===== src/rtl/taito_x1_pkg.sv =====
// Shared definitions for the Taito X1-005 / X1-017 mapper core: variant codes,
// SRAM unlock keys, save-state indices, register file layout and window decode.
package taito_x1_pkg;

    localparam int VAR_X1005     = 0;   // iNES 80
    localparam int VAR_X1005_MIR = 1;   // iNES 207, mirroring taken from the CHR registers
    localparam int VAR_X1017     = 2;   // iNES 82

    localparam logic [7:0] KEY_X1005   = 8'hA3;
    localparam logic [7:0] KEY_X1017_0 = 8'hCA;
    localparam logic [7:0] KEY_X1017_1 = 8'h69;
    localparam logic [7:0] KEY_X1017_2 = 8'h84;

    localparam logic [7:0] SS_IDX_CHR2    = 8'd0;
    localparam logic [7:0] SS_IDX_CHR1    = 8'd2;
    localparam logic [7:0] SS_IDX_PRG     = 8'd6;
    localparam logic [7:0] SS_IDX_FLAGS   = 8'd9;
    localparam logic [7:0] SS_IDX_KEY     = 8'd10;
    localparam logic [7:0] SS_IDX_LAST    = 8'd12;
    localparam logic [7:0] SS_IDX_VARIANT = 8'd127;

    // Complete mapper state; chr2 entries are 1 KB bank numbers with bit0 forced low
    typedef struct packed {
        logic [1:0][7:0] chr2;
        logic [3:0][7:0] chr1;
        logic [2:0][7:0] prg;
        logic [2:0][7:0] ram_key;
        logic [1:0]      mir207;
        logic            mir_mode;
        logic            chr_inv;
    } regs_t;

    // Unlock value that opens X1-017 SRAM window idx
    function automatic logic [7:0] x1017_key(input int idx);
        case (idx)
            0:       return KEY_X1017_0;
            1:       return KEY_X1017_1;
            default: return KEY_X1017_2;
        endcase
    endfunction

    // X1-017 SRAM windows: $6000-$67FF, $6800-$6FFF, $7000-$73FF
    function automatic logic x1017_win(input int idx, input logic [15:0] a);
        case (idx)
            0:       return a[15:11] == 5'b01100;
            1:       return a[15:11] == 5'b01101;
            default: return a[15:10] == 6'b011100;
        endcase
    endfunction

endpackage


===== src/rtl/taito_x1_regs.sv =====
// Register file of the X1 mapper: CPU write decode at $7EF0-$7EFF for both chip
// families, plus the save-state restore/readback path. During save-state mode
// the CPU data bus carries the restore data and CPU register writes are blocked.
module taito_x1_regs
    import taito_x1_pkg::*;
#(
    parameter int VARIANT = 0
) (
    input  logic        i_m2,
    input  logic        i_rst,
    input  logic [15:0] i_cpu_addr,
    input  logic [7:0]  i_cpu_dat,
    input  logic        i_cpu_rw,
    input  logic        i_ss_act,
    input  logic        i_ss_we,
    input  logic [7:0]  i_ss_addr,
    output logic [7:0]  o_ss_rdat,
    output regs_t       o_regs
);

    regs_t            r_regs;
    regs_t            w_regs_next;
    logic             w_cpu_wr;
    logic [3:0]       w_reg_sel;
    logic [12:0][7:0] w_ss_file;

    assign w_cpu_wr  = !i_ss_act && !i_cpu_rw && (i_cpu_addr[15:4] == 12'h7EF);
    assign w_reg_sel = i_cpu_addr[3:0];
    assign o_regs    = r_regs;

    // Next state: save-state restore has priority, otherwise decode CPU register writes
    always_comb begin
        w_regs_next = r_regs;
        if (i_ss_act) begin
            if (i_ss_we) begin
                case (i_ss_addr)
                    8'd0:  w_regs_next.chr2[0]    = i_cpu_dat;
                    8'd1:  w_regs_next.chr2[1]    = i_cpu_dat;
                    8'd2:  w_regs_next.chr1[0]    = i_cpu_dat;
                    8'd3:  w_regs_next.chr1[1]    = i_cpu_dat;
                    8'd4:  w_regs_next.chr1[2]    = i_cpu_dat;
                    8'd5:  w_regs_next.chr1[3]    = i_cpu_dat;
                    8'd6:  w_regs_next.prg[0]     = i_cpu_dat;
                    8'd7:  w_regs_next.prg[1]     = i_cpu_dat;
                    8'd8:  w_regs_next.prg[2]     = i_cpu_dat;
                    8'd9: begin
                        w_regs_next.mir_mode = i_cpu_dat[0];
                        w_regs_next.mir207   = i_cpu_dat[2:1];
                        w_regs_next.chr_inv  = (VARIANT == VAR_X1017) ? i_cpu_dat[3] : 1'b0;
                    end
                    8'd10: w_regs_next.ram_key[0] = i_cpu_dat;
                    8'd11: w_regs_next.ram_key[1] = i_cpu_dat;
                    8'd12: w_regs_next.ram_key[2] = i_cpu_dat;
                    default: ;
                endcase
            end
        end else if (w_cpu_wr) begin
            if (VARIANT == VAR_X1017) begin
                case (w_reg_sel)
                    4'h0, 4'h1: w_regs_next.chr2[w_reg_sel[0]] = {i_cpu_dat[7:1], 1'b0};
                    4'h2: w_regs_next.chr1[0] = i_cpu_dat;
                    4'h3: w_regs_next.chr1[1] = i_cpu_dat;
                    4'h4: w_regs_next.chr1[2] = i_cpu_dat;
                    4'h5: w_regs_next.chr1[3] = i_cpu_dat;
                    4'h6: begin
                        w_regs_next.mir_mode = i_cpu_dat[0];
                        w_regs_next.chr_inv  = i_cpu_dat[1];
                    end
                    4'h7: w_regs_next.ram_key[0] = i_cpu_dat;
                    4'h8: w_regs_next.ram_key[1] = i_cpu_dat;
                    4'h9: w_regs_next.ram_key[2] = i_cpu_dat;
                    4'hA: w_regs_next.prg[0] = {4'b0, i_cpu_dat[5:2]};
                    4'hB: w_regs_next.prg[1] = {4'b0, i_cpu_dat[5:2]};
                    4'hC: w_regs_next.prg[2] = {4'b0, i_cpu_dat[5:2]};
                    default: ;
                endcase
            end else begin
                case (w_reg_sel)
                    4'h0, 4'h1: begin
                        w_regs_next.chr2[w_reg_sel[0]]   = {1'b0, i_cpu_dat[6:1], 1'b0};
                        w_regs_next.mir207[w_reg_sel[0]] = i_cpu_dat[7];
                    end
                    4'h2: w_regs_next.chr1[0] = {1'b0, i_cpu_dat[6:0]};
                    4'h3: w_regs_next.chr1[1] = {1'b0, i_cpu_dat[6:0]};
                    4'h4: w_regs_next.chr1[2] = {1'b0, i_cpu_dat[6:0]};
                    4'h5: w_regs_next.chr1[3] = {1'b0, i_cpu_dat[6:0]};
                    4'h6, 4'h7: w_regs_next.mir_mode   = i_cpu_dat[0];
                    4'h8, 4'h9: w_regs_next.ram_key[0] = i_cpu_dat;
                    4'hA, 4'hB: w_regs_next.prg[0] = {3'b0, i_cpu_dat[4:0]};
                    4'hC, 4'hD: w_regs_next.prg[1] = {3'b0, i_cpu_dat[4:0]};
                    4'hE, 4'hF: w_regs_next.prg[2] = {3'b0, i_cpu_dat[4:0]};
                endcase
            end
        end
    end

    // State register; reset is ignored in save-state mode so a restore is not clobbered
    always_ff @(negedge i_m2) begin
        if (i_rst && !i_ss_act) begin
            r_regs <= '0;
        end else begin
            r_regs <= w_regs_next;
        end
    end

    // Flatten the register file into save-state index order
    genvar gi;
    generate
        for (gi = 0; gi < 2; gi++) begin : g_ss_chr2
            assign w_ss_file[gi] = r_regs.chr2[gi];
        end
        for (gi = 0; gi < 4; gi++) begin : g_ss_chr1
            assign w_ss_file[2 + gi] = r_regs.chr1[gi];
        end
        for (gi = 0; gi < 3; gi++) begin : g_ss_prg_key
            assign w_ss_file[6 + gi]  = r_regs.prg[gi];
            assign w_ss_file[10 + gi] = r_regs.ram_key[gi];
        end
    endgenerate
    assign w_ss_file[9] = {4'b0, r_regs.chr_inv, r_regs.mir207, r_regs.mir_mode};

    // Save-state readback; unmapped indices read as all-ones
    always_comb begin
        o_ss_rdat = 8'hFF;
        if (i_ss_addr <= SS_IDX_LAST) begin
            o_ss_rdat = w_ss_file[i_ss_addr[3:0]];
        end else if (i_ss_addr == SS_IDX_VARIANT) begin
            o_ss_rdat = 8'(VARIANT);
        end
    end

endmodule


===== src/rtl/map_taito_x1.sv =====
// Taito X1-series mapper top: PRG/CHR banking, nametable mirroring and SRAM
// protection for X1-005 (80), X1-005 with CHR-driven mirroring (207) and X1-017 (82).
module map_taito_x1
    import taito_x1_pkg::*;
#(
    parameter int VARIANT  = 0,
    parameter int PRG_BITS = 5,
    parameter int CHR_BITS = 8
) (
    input  logic                  m2,
    input  logic                  map_rst,
    input  logic [15:0]           cpu_addr,
    input  logic [7:0]            cpu_dat,
    input  logic                  cpu_rw,
    input  logic [13:0]           ppu_addr,
    input  logic                  ss_act,
    input  logic                  ss_we,
    input  logic [7:0]            ss_addr,
    output logic [7:0]            ss_rdat,
    output logic [PRG_BITS+12:0]  prg_addr,
    output logic [CHR_BITS+9:0]   chr_addr,
    output logic                  rom_ce,
    output logic                  ram_ce,
    output logic                  ram_we,
    output logic [12:0]           srm_addr,
    output logic                  ciram_a10,
    output logic                  ciram_ce
);

    regs_t                w_regs;
    logic [PRG_BITS-1:0]  w_prg_bank;
    logic                 w_pa12;
    logic [7:0]           w_chr_bank;
    logic [2:0]           w_win_open;
    logic                 w_unused_regs;

    taito_x1_regs #(
        .VARIANT(VARIANT)
    ) u_regs (
        .i_m2       (m2),
        .i_rst      (map_rst),
        .i_cpu_addr (cpu_addr),
        .i_cpu_dat  (cpu_dat),
        .i_cpu_rw   (cpu_rw),
        .i_ss_act   (ss_act),
        .i_ss_we    (ss_we),
        .i_ss_addr  (ss_addr),
        .o_ss_rdat  (ss_rdat),
        .o_regs     (w_regs)
    );

    // Not every register bit reaches an output for every variant/width
    assign w_unused_regs = ^w_regs;

    assign rom_ce   = cpu_addr[15];
    assign ciram_ce = !ppu_addr[13];

    // PRG bank per 8 KB slot; $E000 is fixed to the last bank
    always_comb begin
        case (cpu_addr[14:13])
            2'd0:    w_prg_bank = PRG_BITS'(w_regs.prg[0]);
            2'd1:    w_prg_bank = PRG_BITS'(w_regs.prg[1]);
            2'd2:    w_prg_bank = PRG_BITS'(w_regs.prg[2]);
            default: w_prg_bank = '1;
        endcase
    end
    assign prg_addr = {w_prg_bank, cpu_addr[12:0]};

    // CHR: one half of pattern space uses 2 KB banks, the other 1 KB banks; chr_inv swaps halves
    assign w_pa12 = ppu_addr[12] ^ w_regs.chr_inv;
    always_comb begin
        if (!w_pa12) begin
            w_chr_bank = {w_regs.chr2[ppu_addr[11]][7:1], ppu_addr[10]};
        end else begin
            w_chr_bank = w_regs.chr1[ppu_addr[11:10]];
        end
    end
    assign chr_addr = {CHR_BITS'(w_chr_bank), ppu_addr[9:0]};

    // Nametable select: per-half bits for 207, else vertical/horizontal switch
    always_comb begin
        if (VARIANT == VAR_X1005_MIR) begin
            ciram_a10 = w_regs.mir207[ppu_addr[11]];
        end else begin
            ciram_a10 = w_regs.mir_mode ? ppu_addr[10] : ppu_addr[11];
        end
    end

    // X1-017 windows, each unlocked by its own key register
    genvar gi;
    generate
        for (gi = 0; gi < 3; gi++) begin : g_win
            assign w_win_open[gi] = x1017_win(gi, cpu_addr) &&
                                    (w_regs.ram_key[gi] == x1017_key(gi));
        end
    endgenerate

    // SRAM select and address; X1-005 exposes 128 bytes mirrored over $7F00-$7FFF
    always_comb begin
        if (VARIANT == VAR_X1017) begin
            ram_ce   = |w_win_open;
            srm_addr = cpu_addr[12:0];
        end else begin
            ram_ce   = (cpu_addr[15:8] == 8'h7F) && (w_regs.ram_key[0] == KEY_X1005);
            srm_addr = {6'b0, cpu_addr[6:0]};
        end
    end
    assign ram_we = ram_ce & ~cpu_rw;

endmodule


===== config.mk =====
export PLATFORM = sky130hd
export DESIGN_NAME = map_taito_x1
export DESIGN_NICKNAME = d
export VERILOG_FILES = /design/src/rtl/taito_x1_pkg.sv /design/src/rtl/taito_x1_regs.sv /design/src/rtl/map_taito_x1.sv
export SDC_FILE = /design/constraint.sdc
export NUM_CORES = 1
export LEC_CHECK = 0
export BUFFER_PORTS_ARGS = -buffer_cell sky130_fd_sc_hd__buf_2
export CORE_MARGIN = 2
export CORE_UTILIZATION = 25
export DETAILED_ROUTE_END_ITERATION = 6
export PLACE_DENSITY = 0.39
export SETUP_SLACK_MARGIN = 0.5
export SLEW_MARGIN = 0
export SYNTH_ARGS = -nofsm -noshare
export SYNTH_HDL_FRONTEND = slang
export SYNTH_SLANG_ARGS = --single-unit

===== constraint.sdc =====
create_clock -name m2 -period 2.9 [get_ports m2]
set_clock_uncertainty 0.1 [all_clocks]
set_input_delay 0.58 -clock m2 [delete_from_list [all_inputs] [get_ports m2]]
set_output_delay 0.58 -clock m2 [all_outputs]
set_load 0.01 [all_outputs]

; After elaboration in Yosys (flattened, before gate mapping)
; Cells that the tools add are included.
[totals]
ff_bits = 99
output_inout_bits = 62
[classes]
order_cmp = 6
eq_ne = 45
muxes = 46
bitwise_logic = 2
reduce_logical = 42
[op_table]
columns = cell, n
row1 = $mux 8, 28
row2 = $mux 72, 2
row3 = $mux 100, 1
row4 = $reduce_and 4->1, 12
row5 = $eq 8x4->1 const B, 5
row6 = $bmux 8 s4, 1
row7 = $eq 4x4->1 const B, 8
row8 = $eq 8x3->1 const B, 4
row9 = $ne 2x1->1 const B, 12
row10 = $mux 11, 2
row11 = $reduce_bool 2->1, 11
row12 = $bmux 8 s2, 1
row13 = $bwmux 16, 1
row14 = $eq 4x3->1 const B, 4
row15 = $eq 8x2->1 const B, 2
row16 = $eq 8x7->1 const B, 2
row17 = $mux 16, 1
row18 = $pmux 5 s3, 1
row19 = $eq 12x11->1 const B, 1
row20 = $reduce_or 2->1, 6
row21 = $demux 8 s1, 1
row22 = $eq 4x2->1 const B, 2
row23 = $eq 8x1->1 const B, 1
row24 = $eq 8x8->1 const B, 1
row25 = other kinds (21), 31

; Logic depth before layout (Yosys ltp)
; Gate-level depths: netlist of run 1.
[logic_depth]
ltp_word = 8
mapped_depth = 7
mapped_depth_nobuf = 4

; Cells and area by module
; A second synthesis of run 1 with hierarchy kept.
[unflattened]
cells_unflattened = 605
hier_area_um2 = 5815.6
[modules_own_cells]
columns = module, n_inst, cells_each, area_per_inst_um2, seq_area_each_um2
row1 = taito_x1_regs, 1, 518, 4929.7, 1981.9
row2 = map_taito_x1, 1, 87, 885.8, 0.0

==> results of run 1 <==
-- through the flow --
step                      hold slack [ns]  std cells
after floorplan                     0.331        600
after global placement              0.339       1069
after detailed placement            0.346       1069
after CTS                           0.350       1199
after global routing                0.376       1203
final                               0.352       1203
-- cells in the mapped netlist, types with 8 or more instances --
library cell,n,area (um2)
a21oi_1,12,60.1
buf_4,37,278
clkbuf_1,29,109
dfxtp_1,99,1980
mux2_2,12,135
mux2i_1,89,891
mux4_2,26,586
nand2_1,120,450
nor2_1,18,67.6
nor3_1,11,55.1
o21ai_0,8,40.0
-- layout make-up --
class	instances	area, um2	share of cell area
Multi-Input combinational cell	420	3810	0.408
Timing Repair Buffer	279	2440	0.262
Sequential cell	99	2020	0.216
Clock inverter	106	459	0.0492
Tap cell	285	357	0.0382
Clock buffer	9	225	0.0241
Inverter	5	18.8	0.00201
-- cell families (layout without fill, tap and decap cells) --
logic type | Yosys count | in the layout | share of synthesized area
buf+inv | 81 | 399 | 0.0785
mux | 127 | 127 | 0.284
compound gates | 82 | 82 | 0.114
simple gates | 205 | 205 | 0.173
flops | 99 | 99 | 0.349
other cells | 1 | 6 | 0.000661
-- what timing repair did --
action | in CTS | in global routing
setup endpoints to repair | 123 | 123
endpoints found under the hold margin | 0 | 0
gates cloned | 3 | 0
setup buffers | 13 | 4
pin swaps | 35 | 16
resized for setup | 121 | 30
-- worst max path at each step --
stage / endpoint / slack (ns)
detailed placement: u_regs.o_regs[98]$_SDFFE_NP0P_ / -1.03
finish: ss_rdat[6] / -1.04
global placement: u_regs.o_regs[51]$_SDFFE_NP0P_ / -1.00
CTS: ss_rdat[6] / -1.08
global route: ss_rdat[6] / -1.08
floorplan: u_regs.o_regs[93]$_SDFFE_NP0P_ / -0.95
-- critical path: stages (launching register included) --
cell and delay (ns):
dfxtp_2 0.31, mux2_4 0.26, a221o_1 0.30, a31oi_2 0.21, o22ai_2 0.13, buf_2 0.17
-- routing by layer --
| metal | vias to the layer above | wire (um) |
|---|---|---|
| met3 | 33 | 914 |
| met5 | - | 0 |
| met2 | 133 | 11400 |
| met1 | 2807 | 9230 |
| met4 | 0 | 457 |
| li1 | 2773 | - |
-- report_power, final --
group	leakage, uW	total (uW)	internal (uW)	switching, uW
clock	0.000685	1850	934	913
combinational	0.00296	588	285	303
sequential	0.000814	1410	1400	16.5
-- cell usage in the layout (no fill, tap or decap), types with 4 or more instances in the layout --
cell type,count
nand3_1,4
nor3_4,6
buf_4,125
nand2_1,114
mux2i_4,4
and2_1,4
mux2i_1,83
o21ai_2,8
o22ai_4,6
nand2b_1,6
o2111ai_2,5
buf_2,77
a32o_1,5
or2_2,5
nor2_1,17
nor3_1,5
inv_1,105
a21oi_1,10
mux4_2,26
a31oi_1,4
mux2_2,5
nand2_2,6
dfxtp_2,30
clkbuf_16,9
mux2_4,7
conb_1,6
o22a_1,5
buf_6,50
buf_12,21
dfxtp_1,69
nand3b_1,4
==> out/results.ini, run 1 <==
[global_routing]
track_usage=0.188
grt_use_met3=0.0437
grt-busiest-layer=met2
grt_max_degree=25
grtUsageMet2=0.329
grt_pass1_vias=6345
grt_antenna_before_repair=0
grt_overflow_total=0
grt_pass1_wl_um=34200
met1_usage=0.218

[clocking]
tritoncts=done
cts_sinks=99
cts_buffers=9
cts_hold_buf=0
clock_latency_ns=0.42
cts-htree-levels=3
clk_pin_slew_worst_paths_ns=0.04
cts_buffer_depth=2
root_buffer=clkbuf_16

[sta]
final-hold-violation-count=0
rsz0062_at_grt=yes
finalSetupTns_ns=-63.65
slew_headroom=0.526
tightest_slew_ns=0.701
finalSetupViolCount=123
fin_ws_ns=-1.04
report.final.slew_viol_count=0

[synth]
synth_area_um2=5670
synth-edff-count=0
synthFlopType=dfxtp_1
syn_inst=595
synth_warnings=0
ys_async_sr_fraction=0
yosysUniqueCellTypes=57
seq_area_frac_synth=0.349
avgSynthCellArea_um2=9.53
ys_seq_elements=99

[place]
pre_cts_ws_ns=-1.03
finalWeightedCongestion=0.828
io_buffers=86
placed_cell_area_um2=7820
dp_hpwl_um=16100

[worst_setup_path]
r2r-end=u_regs.o_regs[2]$_SDFFE_NP0P_
r2r_slack_ns=1.96
rr_worst_depth=2
crit_path_end_kind=primary output
path_class=flip-flop to primary output
crit_start=u_regs.o_regs[10]$_SDFFE_NP0P_
critPathLaunchType=flip-flop
required_ns=2.22
r2r-start=u_regs.o_regs[2]$_SDFFE_NP0P_
worstPathArrival_ns=3.26
crit_fanout=2

[layout]
nFillCells=2240
nNetsFinal=964
area_growth_pct=64.6
fin_util=0.416
largest_reg_flops=99
design_area_um2=9340
n_antenna_cell=0
drive_above_1_share=0.486

[floorplan]
start_util=0.253
core_area_um2=22400
die_height_um=155
dieArea_um2=23900
placementRows=55
die_x_um=155
ios=113

[route]
ant_nets=0
drc=0
vias=5746
drt_pass1_iterations=4
viasPerCell=4.78
drt_iter0_drc=253
finalWirelength_um=22000
wl_per_cell_um=18.3

[outcome]
status=finished, violations left
failed_checks=setup timing

[worst_hold_path]
holdPathStages=2
holdPathEnd=u_regs.o_regs[25]$_SDFFE_NP0P_
hold_start=u_regs.o_regs[25]$_SDFFE_NP0P_
hold_class=flip-flop to flip-flop

[pwr]
p_leak_uw=0.00446
finalPower_uw=3850
powerDensity_nw_per_um2=412
max-vdd-ir-drop_uv=288

[job]
max-cap-violations=0

No activity file was read; power rests on OpenSTA's default activity.
==> inputs of run 2 (changes only) <==
--- a/config.mk
+++ b/config.mk
@@ -7,2 +7,3 @@
 export LEC_CHECK = 0
+export ABC_CLOCK_PERIOD_IN_PS = 2900
 export BUFFER_PORTS_ARGS = -buffer_cell sky130_fd_sc_hd__buf_2
==> constraint.sdc (replaced) <==
create_clock -name m2 -period 2.9 [get_ports m2]
set_clock_uncertainty 0.1 [all_clocks]
set_input_delay 0.87 -clock m2 [delete_from_list [all_inputs] [get_ports m2]]
set_output_delay 0.87 -clock m2 [all_outputs]
set_load 0.01 [all_outputs]
==> out/results.ini, run 2 (same netlist as run 1, synthesis figures left out) <==
[layout]
area_growth_pct=65.4
final_cell_mix=144 x buf_4, 109 x nand2_1, 104 x inv_1, 84 x mux2i_1, 80 x buf_2
design_area_um2=9380  ; +0.47%
drive_above_1_share=0.507  ; +0.0211
seq_area_um2=2020  ; +0.25%
fin_util=0.418  ; +0.00195
nFillCells=2230  ; -0.45%
largest_reg_flops=99  ; unchanged
layout_commonest_cell=buf_4
n_antenna_cell=0  ; unchanged
multi_input_area_um2=3830  ; +0.36%
finalNonFillerCells=1220  ; +1.4%
nNetsFinal=981  ; +1.8%

[sta]
slew_headroom=0.538  ; +0.0120
fin_ws_ns=-1.36  ; -0.324 ns
final-hold-violation-count=0  ; unchanged
tightest_slew_ns=0.683  ; -0.0178 ns
holdWs_ns=0.352  ; -0.000112 ns
rsz0062_at_grt=yes
report.final.slew_viol_count=0  ; unchanged
finalSetupViolCount=123  ; unchanged

[route]
drc=0  ; unchanged
vias=5860  ; +2.0%
ant_nets=0  ; unchanged
drt_pass1_iterations=5  ; +1
wl_per_cell_um=17.5  ; -4.3%
viasPerCell=4.80  ; +0.56%
finalWirelength_um=21300  ; -3.0%
drt_iter0_drc=279  ; +10%

[floorplan]
start_util=0.253  ; unchanged
ios=113  ; unchanged
dieArea_um2=23900  ; unchanged
die_height_um=155  ; unchanged
placementRows=55  ; unchanged
core_area_um2=22400  ; unchanged
die_x_um=155  ; unchanged

[outcome]
failed_checks=setup timing
status=finished, violations left

[global_routing]
grt_pass1_wl_um=33100  ; -3.2%
grt_pass1_vias=6239  ; -1.7%
grt_antenna_before_repair=0  ; unchanged
grt_overflow_total=0  ; unchanged
grt_max_degree=22  ; -12%
track_usage=0.180  ; -0.00865

[place]
finalWeightedCongestion=0.793  ; -4.2%
placed_cell_area_um2=7910  ; +1.2%
dp.cells=1081  ; +1.1%
dp_hpwl_um=15900  ; -1.1%
io_buffers=86  ; unchanged

[worst_setup_path]
critPathLaunchType=flip-flop
crit_path_end_kind=primary output
path_delay_family=compound AO/OA/AOI/OAI gates
crit_fanout=3  ; +1
required_ns=1.93  ; -0.29 ns
slowest_stage=dfxtp_4
slowest_delay_ns=0.36  ; +0.05 ns
path_class=flip-flop to primary output
cp_cell_sequence=mux2_2 -> a221o_1 -> a31oi_2 -> o22ai_2 -> buf_2
worstPathArrival_ns=3.29  ; +0.03 ns
path_buf_inv=1  ; unchanged

[pwr]
max-vdd-ir-drop_uv=297  ; +3.4%
powerDensity_nw_per_um2=405  ; -1.8%
p_leak_uw=0.00450  ; +0.75%

[worst_hold_path]
hold_class=flip-flop to flip-flop

[clocking]
root_buffer=clkbuf_16
tritoncts=done
cts_buffers=9  ; unchanged
cts_buffer_depth=2  ; unchanged
clock_latency_ns=0.42  ; about the same
cts-htree-levels=3  ; unchanged
cts_hold_buf=0  ; unchanged
cts_sinks=99  ; unchanged
clk_pin_slew_worst_paths_ns=0.04  ; about the same

[job]
max-cap-violations=0  ; unchanged

[run 2: area by class of cell]
type / count / area share
Multi-Input combinational cell: 420 / 0.408
Timing Repair Buffer: 296 / 0.265
Sequential cell: 99 / 0.216
Clock inverter: 106 / 0.0475
Tap cell: 285 / 0.0380
Clock buffer: 9 / 0.0240
Inverter: 5 / 0.00200
[run 2: per-layer routing]
metal  vias up  track usage  wire (um)
met5         -            0          0
met4         0       0.0798        355
met3        29       0.0468        764
met2       133        0.306      10900
met1      2889        0.213       9240
li1       2809            -          -
[run 2: stage by stage]
| step | TNS (ns) | setup slack (ns) | power, uW |
|---|---|---|---|
| finish | -99.75 | -1.36 | 3790 |
| global route | -104.99 | -1.42 | 4070 |
| CTS | -97.81 | -1.33 | 3860 |
| detailed placement | -132.12 | -1.33 | 2160 |
| global placement | -129.61 | -1.28 | 2160 |
| floorplan | -106.10 | -1.24 | 1910 |
[run 2: worst register-to-register path, stage by stage (launching register included)]
cell and delay (ns):
dfxtp_2 0.32, buf_6 0.11, buf_6 0.10, buf_4 0.12, a32o_1 0.24
[run 2: power breakdown]
group          leakage, uW  internal (uW)  switching [uW]
Combinational      0.00301            283             300
Clock             0.000674            856             944
Sequential        0.000816           1390            16.7
Total              0.00450           2530            1260
[run 2: final timing paths]
check | start | endpoint | slack, ns | depth (start not counted)
max | u_regs.o_regs[10]$_SDFFE_NP0P_ | ss_rdat[6] | -1.36 | 5
min | u_regs.o_regs[26]$_SDFFE_NP0P_ | u_regs.o_regs[26]$_SDFFE_NP0P_ | 0.35 | 2
max reg2reg | u_regs.o_regs[67]$_SDFFE_NP0P_ | u_regs.o_regs[67]$_SDFFE_NP0P_ | 1.81 | 4
min reg2reg | u_regs.o_regs[26]$_SDFFE_NP0P_ | u_regs.o_regs[26]$_SDFFE_NP0P_ | 0.35 | 2
[run 2: repair_timing]
item / 4_1_cts / 5_1_grt
hold endpoints to repair: 0 / 0
buffers inserted: 14 / 11
setup endpoints to repair: 123 / 123
gates resized for setup: 111 / 44
pin swaps: 40 / 20
